### src/rtl/instmem_responder_pkg.sv
// Shared sizes, FSM encoding and request bundle for instmem_responder.
// Block geometry is fixed here; the top only picks latency and depth.
package instmem_responder_pkg;

  localparam int WORD_SIZE  = 8;
  localparam int BLOCK_SIZE = 128;
  localparam int BEATS      = BLOCK_SIZE / WORD_SIZE;
  localparam int BEAT_W     = $clog2(BEATS);

  typedef enum logic [1:0] {
    S_IDLE = 2'd0,
    S_WAIT = 2'd1,
    S_FILL = 2'd2,
    S_RESP = 2'd3
  } state_t;

  typedef struct packed {
    logic                  write;
    logic [WORD_SIZE-1:0]  base;
    logic [BLOCK_SIZE-1:0] wdata;
  } req_t;

  function automatic logic [WORD_SIZE-1:0] align(
    input logic [WORD_SIZE-1:0] a
  );
    return a & ~WORD_SIZE'(BEATS - 1);
  endfunction

endpackage

### src/rtl/instmem_responder_mem_byte_array.sv
// Byte storage: one port, synchronous write, combinational read.
// Powers up with byte n = n[7:0]; has no reset.
module mem_byte_array #(
  parameter int DEPTH = 256,
  parameter int WIDTH = 8,
  parameter int AW    = $clog2(DEPTH)
) (
  input  logic             clk,
  input  logic             we,
  input  logic [AW-1:0]    addr,
  input  logic [WIDTH-1:0] wdata,
  output logic [WIDTH-1:0] rdata
);

  // Cells hold the difference from the power-up pattern, so a
  // zero initial image reads back as byte n = n.
  logic [WIDTH-1:0] delta [DEPTH] = '{default: '0};

  always_ff @(posedge clk) begin
    if (we) begin
      delta[addr] <= wdata ^ WIDTH'(addr);
    end
  end

  assign rdata = delta[addr] ^ WIDTH'(addr);

endmodule

### src/rtl/instmem_responder.sv
// Block-level instruction memory responder with fixed access latency.
// Define INSTMEM_WRITE_EN to compile in the block write path.
module instmem_responder
  import instmem_responder_pkg::*;
#(
  parameter int LATENCY = 4,
  parameter int DEPTH   = 256
) (
  input  logic                  clk,
  input  logic                  rst,
  input  logic                  req_valid,
  output logic                  req_ready,
  input  logic                  req_write,
  input  logic [WORD_SIZE-1:0]  addr,
  input  logic [BLOCK_SIZE-1:0] wdata,
  output logic                  resp_valid,
  input  logic                  resp_ready,
  output logic [BLOCK_SIZE-1:0] rdata
);

  localparam int AW = $clog2(DEPTH);
  localparam int LW = (LATENCY > 1) ? $clog2(LATENCY) : 1;

  state_t               state;
  req_t                 cur;
  logic [LW-1:0]        wait_cnt;
  logic [BEAT_W-1:0]    beat;
  logic [AW-1:0]        maddr;
  logic                 we;
  logic [WORD_SIZE-1:0] mem_wdata;
  logic [WORD_SIZE-1:0] mem_rdata;

`ifndef INSTMEM_WRITE_EN
  logic unused_wr;
  assign unused_wr = ^{req_write, wdata};
`endif

  assign req_ready = (state == S_IDLE);
  assign maddr     = AW'(cur.base) + AW'(beat);
  assign mem_wdata = cur.wdata[WORD_SIZE*int'(beat) +: WORD_SIZE];
  // A reset edge must not commit the beat it lands on.
  assign we        = cur.write && (state == S_FILL) && !rst;

  mem_byte_array #(
    .DEPTH (DEPTH),
    .WIDTH (WORD_SIZE)
  ) u_mem (
    .clk   (clk),
    .we    (we),
    .addr  (maddr),
    .wdata (mem_wdata),
    .rdata (mem_rdata)
  );

  always_ff @(posedge clk) begin
    if (rst) begin
      state      <= S_IDLE;
      cur        <= '0;
      wait_cnt   <= '0;
      beat       <= '0;
      resp_valid <= 1'b0;
      rdata      <= '0;
    end else begin
      unique case (state)
        S_IDLE: begin
          if (req_valid) begin
            cur.base <= align(addr);
`ifdef INSTMEM_WRITE_EN
            cur.write <= req_write;
            cur.wdata <= wdata;
`else
            cur.write <= 1'b0;
            cur.wdata <= '0;
`endif
            wait_cnt <= '0;
            beat     <= '0;
            state    <= (LATENCY == 0) ? S_FILL : S_WAIT;
          end
        end
        S_WAIT: begin
          if (wait_cnt == LW'(LATENCY - 1)) begin
            state <= S_FILL;
          end else begin
            wait_cnt <= wait_cnt + LW'(1);
          end
        end
        S_FILL: begin
          rdata[WORD_SIZE*int'(beat) +: WORD_SIZE] <=
            cur.write ? mem_wdata : mem_rdata;
          beat <= beat + BEAT_W'(1);
          if (beat == BEAT_W'(BEATS - 1)) begin
            state      <= S_RESP;
            resp_valid <= 1'b1;
          end
        end
        S_RESP: begin
          if (resp_ready) begin
            state      <= S_IDLE;
            resp_valid <= 1'b0;
          end
        end
        default: state <= S_IDLE;
      endcase
    end
  end

endmodule

### config.mk
export PLATFORM = sky130hd
export DESIGN_NAME = instmem_responder
export DESIGN_NICKNAME = d
export VERILOG_FILES = /design/src/rtl/instmem_responder_pkg.sv /design/src/rtl/instmem_responder_mem_byte_array.sv /design/src/rtl/instmem_responder.sv
export SDC_FILE = /design/constraint.sdc
export NUM_CORES = 1
export LEC_CHECK = 0
export ABC_CLOCK_PERIOD_IN_PS = 2900
export CORE_MARGIN = 4
export CORE_UTILIZATION = 40
export CTS_CLUSTER_SIZE = 16
export DETAILED_ROUTE_END_ITERATION = 10
export GPL_TIMING_DRIVEN = 0
export MAX_ROUTING_LAYER = met4
export PLACE_DENSITY = 0.77
export SETUP_SLACK_MARGIN = 0.4
export SYNTH_ARGS = -nofsm -noshare
export SYNTH_HDL_FRONTEND = slang
export SYNTH_SLANG_ARGS = --single-unit
### constraint.sdc
create_clock -name clk -period 2.9 [get_ports clk]
set_input_delay 0.29 -clock clk [delete_from_list [all_inputs] [get_ports clk]]
set_output_delay 0.29 -clock clk [all_outputs]
set_load 0.01 [all_outputs]
==> impl_results.md <==
- Status: complete, no violations
- Final Max Slew Viols: 0
- Net Count, Synth: 746
- Layout cells sized above 1: 0.114
- # hold bufs at CTS: 0
- Critical path buffers and inverters: 4
- Delay-heaviest family, CP: buffers and inverters
- Minimum clock period after layout: ~2.4 ns
- Layout net count: roughly 900
- DR iter-0 viols: about 360
- Synth area leader: dfxtp_1
- Final setup TNS: 0 ns
- Final std cells w/o fill: 954
- Final setup vio count: 0
- Max Fanout on Critical Path: 10
- Register area share after synthesis: 0.479
- RSZ-0062 raised after global routing: true
- CTS Buffer Depth: 2
- Rel. slew slack: 0.486
- Drt wl/cell: about 18 um
- CTS buffer count: 17
- Slowest cell delay on critical path: between 0.5 and 0.6 ns
- Critical path cell sequence: buf_4 > inv_1 > ha_1 > buf_4 > xor2_2 > nand2_1 > clkbuf_2 > o31ai_1
- Fin crit share: 0.835
- Root Buffer: clkbuf_16
- Vias: roughly 5000
- Detailed Route WL: roughly 17000 um
- Share of the synthesized area in the top cell type: 0.479
- Unique masters post-synth: 40
- Hold Violations, Final: 0
- Largest net degree at the start of global routing: 17
- Placed Cells: slightly above 900
- CP Capture Type: register
- Worst Skew: between 0.004 and 0.005 ns
- Max stage delay cell, worst path: xor2_2
- Clock transition at path regs: approximately 0.060 ns
- Initial Util: 0.411
- Worst path arrival time: about 2.7 ns
- Power, Total: roughly 4900 uW
- TritonRoute pass-1 iters: 5
- Yosys warnings: 0
- Max-cap violation count: 0
- CTS H-tree depth: 4
- Global-route wire length before repair: roughly 26000 um
- Hpwl dp: 11800 um
- Worst skew pair latency: 0.41 ns
- Core Region: ~14000 um^2
- Initial antenna violation count: 0
- CTS tree: built
- P_leak: between 0.003 and 0.004 uW
- Max Clk Rate: 0.413 GHz
- Required time worst endpoint: ~3.2 ns
- Rows: 43
- Area contributors post-synth: dfxtp_1 48%, nand2b_1 9.7%, mux2i_1 9.3%
- Worst-margin pin slew: 0.770 ns
- Area Overhead vs Synth: 41.8%
- Power per cell area: approximately 600 nW/um^2
- I/O pins: 271
- Post-route DRC: 0
- Peak VDD IR: roughly 0.44 mV
- GRT overflow: 0
- Synthesized area: between 5000 and 6000 um^2
- Synthesis-stage register bit count: ~140
- Routed Antenna Nets: 0
- GPL Wtd Cong: between 0.8 and 0.9
- Syn Inst Count: slightly below 600
- WS Path Type: reg -> reg
- Die Height: around 130 um
- Startpoint Class: register
- Min-Delay Path Class: in -> reg
- Most numerous cell on the critical path: buf_4
- Syn Area/Cell: about 9.6 um^2
- Die area: 16300 um^2
- Vias in the first global route: between 5000 and 6000
- Vias per cell: between 5 and 6
- PortBufs: around 140
- Die X: between 100 and 150 um
- Antenna diodes: 0
- All-Layer GR Usage: 0.210
- CTS Sinks: about 140
==> state kept, by name, indices dropped and copies added (netlist names) <==
| signal | cells |
|---|---|
| beat | 4 |
| cur | 4 |
| state | 2 |
| resp_valid | 1 |
| wait_cnt | 2 |
| rdata | 124 |
==> final timing paths <==
path	start	endpoint	slack [ns]	cells past startpoint
max	beat[0]	rdata[69]	0.48	8
max reg2reg	beat[0]	rdata[69]	0.48	8
min	rst	rdata[76]	0.43	3
min reg2reg	rdata[3]	rdata[3]	0.47	1
==> layout make-up <==
type | count | area [um^2]
clock inverters | 13 | 200
flip-flops and latches | 137 | 2750
plain buffers | 45 | 218
inverters | 6 | 22.5
well taps | 180 | 225
multi-input cells | 407 | 2810
repair buffers | 148 | 1460
clock buffers | 18 | 439
fillers | 1156 | 5810
==> synth_stat cells (all sizes together) <==
cell / n
nor3b: 1
or4: 1
and3: 2
o21ai: 53
nor2: 18
nand2b: 90
xnor2: 1
inv: 6
a2111oi: 2
and2: 6
mux2i: 53
nand3: 48
a2111o: 2
nand3b: 27
a211oi: 3
clkbuf: 29
nor2b: 10
a32oi: 1
nor3: 7
nand2: 33
buf: 16
xor2: 1
a21boi: 1
nand4: 3
a22oi: 2
dfxtp: 137
and3b: 7
o31ai: 13
ha: 10
a21oi: 10
nor4: 2
==> repair_timing <==
action | in CTS | in global routing
setup buffers | 1 | 11
gates resized for setup | 12 | 11
pin swaps | 0 | 6
endpoints found under the setup margin | 122 | 87
==> power breakdown <==
group          internal [uW]  leakage [uW]  switching (uW)  total, uW
sequential              1910       0.00111            23.6       1940
combinational            217       0.00171             396        613
clock                   1540      0.000316             814       2350
total                   3670       0.00313            1230       4900
==> stage by stage <==
stage / util / cell area, um^2 / worst slack (ns) / hold WS [ns]
6_report: 0.583 / 8130 / 0.478 / 0.428
5_1_grt: 0.583 / 8130 / 0.384 / 0.475
4_1_cts: 0.575 / 8010 / 0.391 / 0.421
3_5_place_dp: 0.525 / 7320 / -0.0219 / 0.464
3_3_place_gp: 0.525 / 7320 / 0.124 / 0.442
2_1_floorplan: - / 5730 / 0.686 / 0.438
==> cell usage in the layout, fill, tap and decap left out, types with 3 or more instances in the layout <==
| master | count |
|---|---|
| mux2i_1 | 53 |
| a21oi_1 | 10 |
| nor2b_1 | 10 |
| a211oi_4 | 3 |
| clkbuf_2 | 4 |
| dfxtp_1 | 135 |
| and2_1 | 6 |
| nor3_1 | 4 |
| clkinv_2 | 5 |
| clkbuf_16 | 17 |
| o31ai_1 | 13 |
| nand2_1 | 33 |
| clkbuf_1 | 24 |
| and3b_1 | 7 |
| bufinv_16 | 5 |
| buf_4 | 19 |
| clkdlybuf4s50_1 | 136 |
| buf_2 | 8 |
| ha_1 | 9 |
| nand3b_1 | 26 |
| inv_1 | 6 |
| nand3_1 | 44 |
| nor2_1 | 18 |
| o21ai_0 | 52 |
| nand2b_1 | 88 |
| nand3_2 | 4 |
==> per-layer routing <==
metal  track usage  vias up  part of all wire
li1              -     2374                 -
met1         0.264     2464              0.43
met2         0.332      173              0.48
met3        0.0404       36             0.053
met4        0.0905        0             0.030
met5             -        -                 0
==> kinds of logic (layout without fill, tap and decap cells) <==
| kind of cell | after synthesis | count (layout) | synth area share |
|---|---|---|---|
| flops | 137 | 137 | 0.479 |
| mux | 53 | 53 | 0.0926 |
| xor+xnor | 2 | 2 | 0.00568 |
| simple gates | 255 | 255 | 0.265 |
| buf+inv | 51 | 230 | 0.0395 |
| fa+ha+maj | 10 | 10 | 0.0218 |
| compound gates | 87 | 87 | 0.0967 |
==> tightest hold or removal path: stages <==
cell	delay, ns
clkbuf_1	0.19
nand2b_1	0.20
o21ai_0	0.12
No activity file was read; power rests on OpenSTA's default activity.
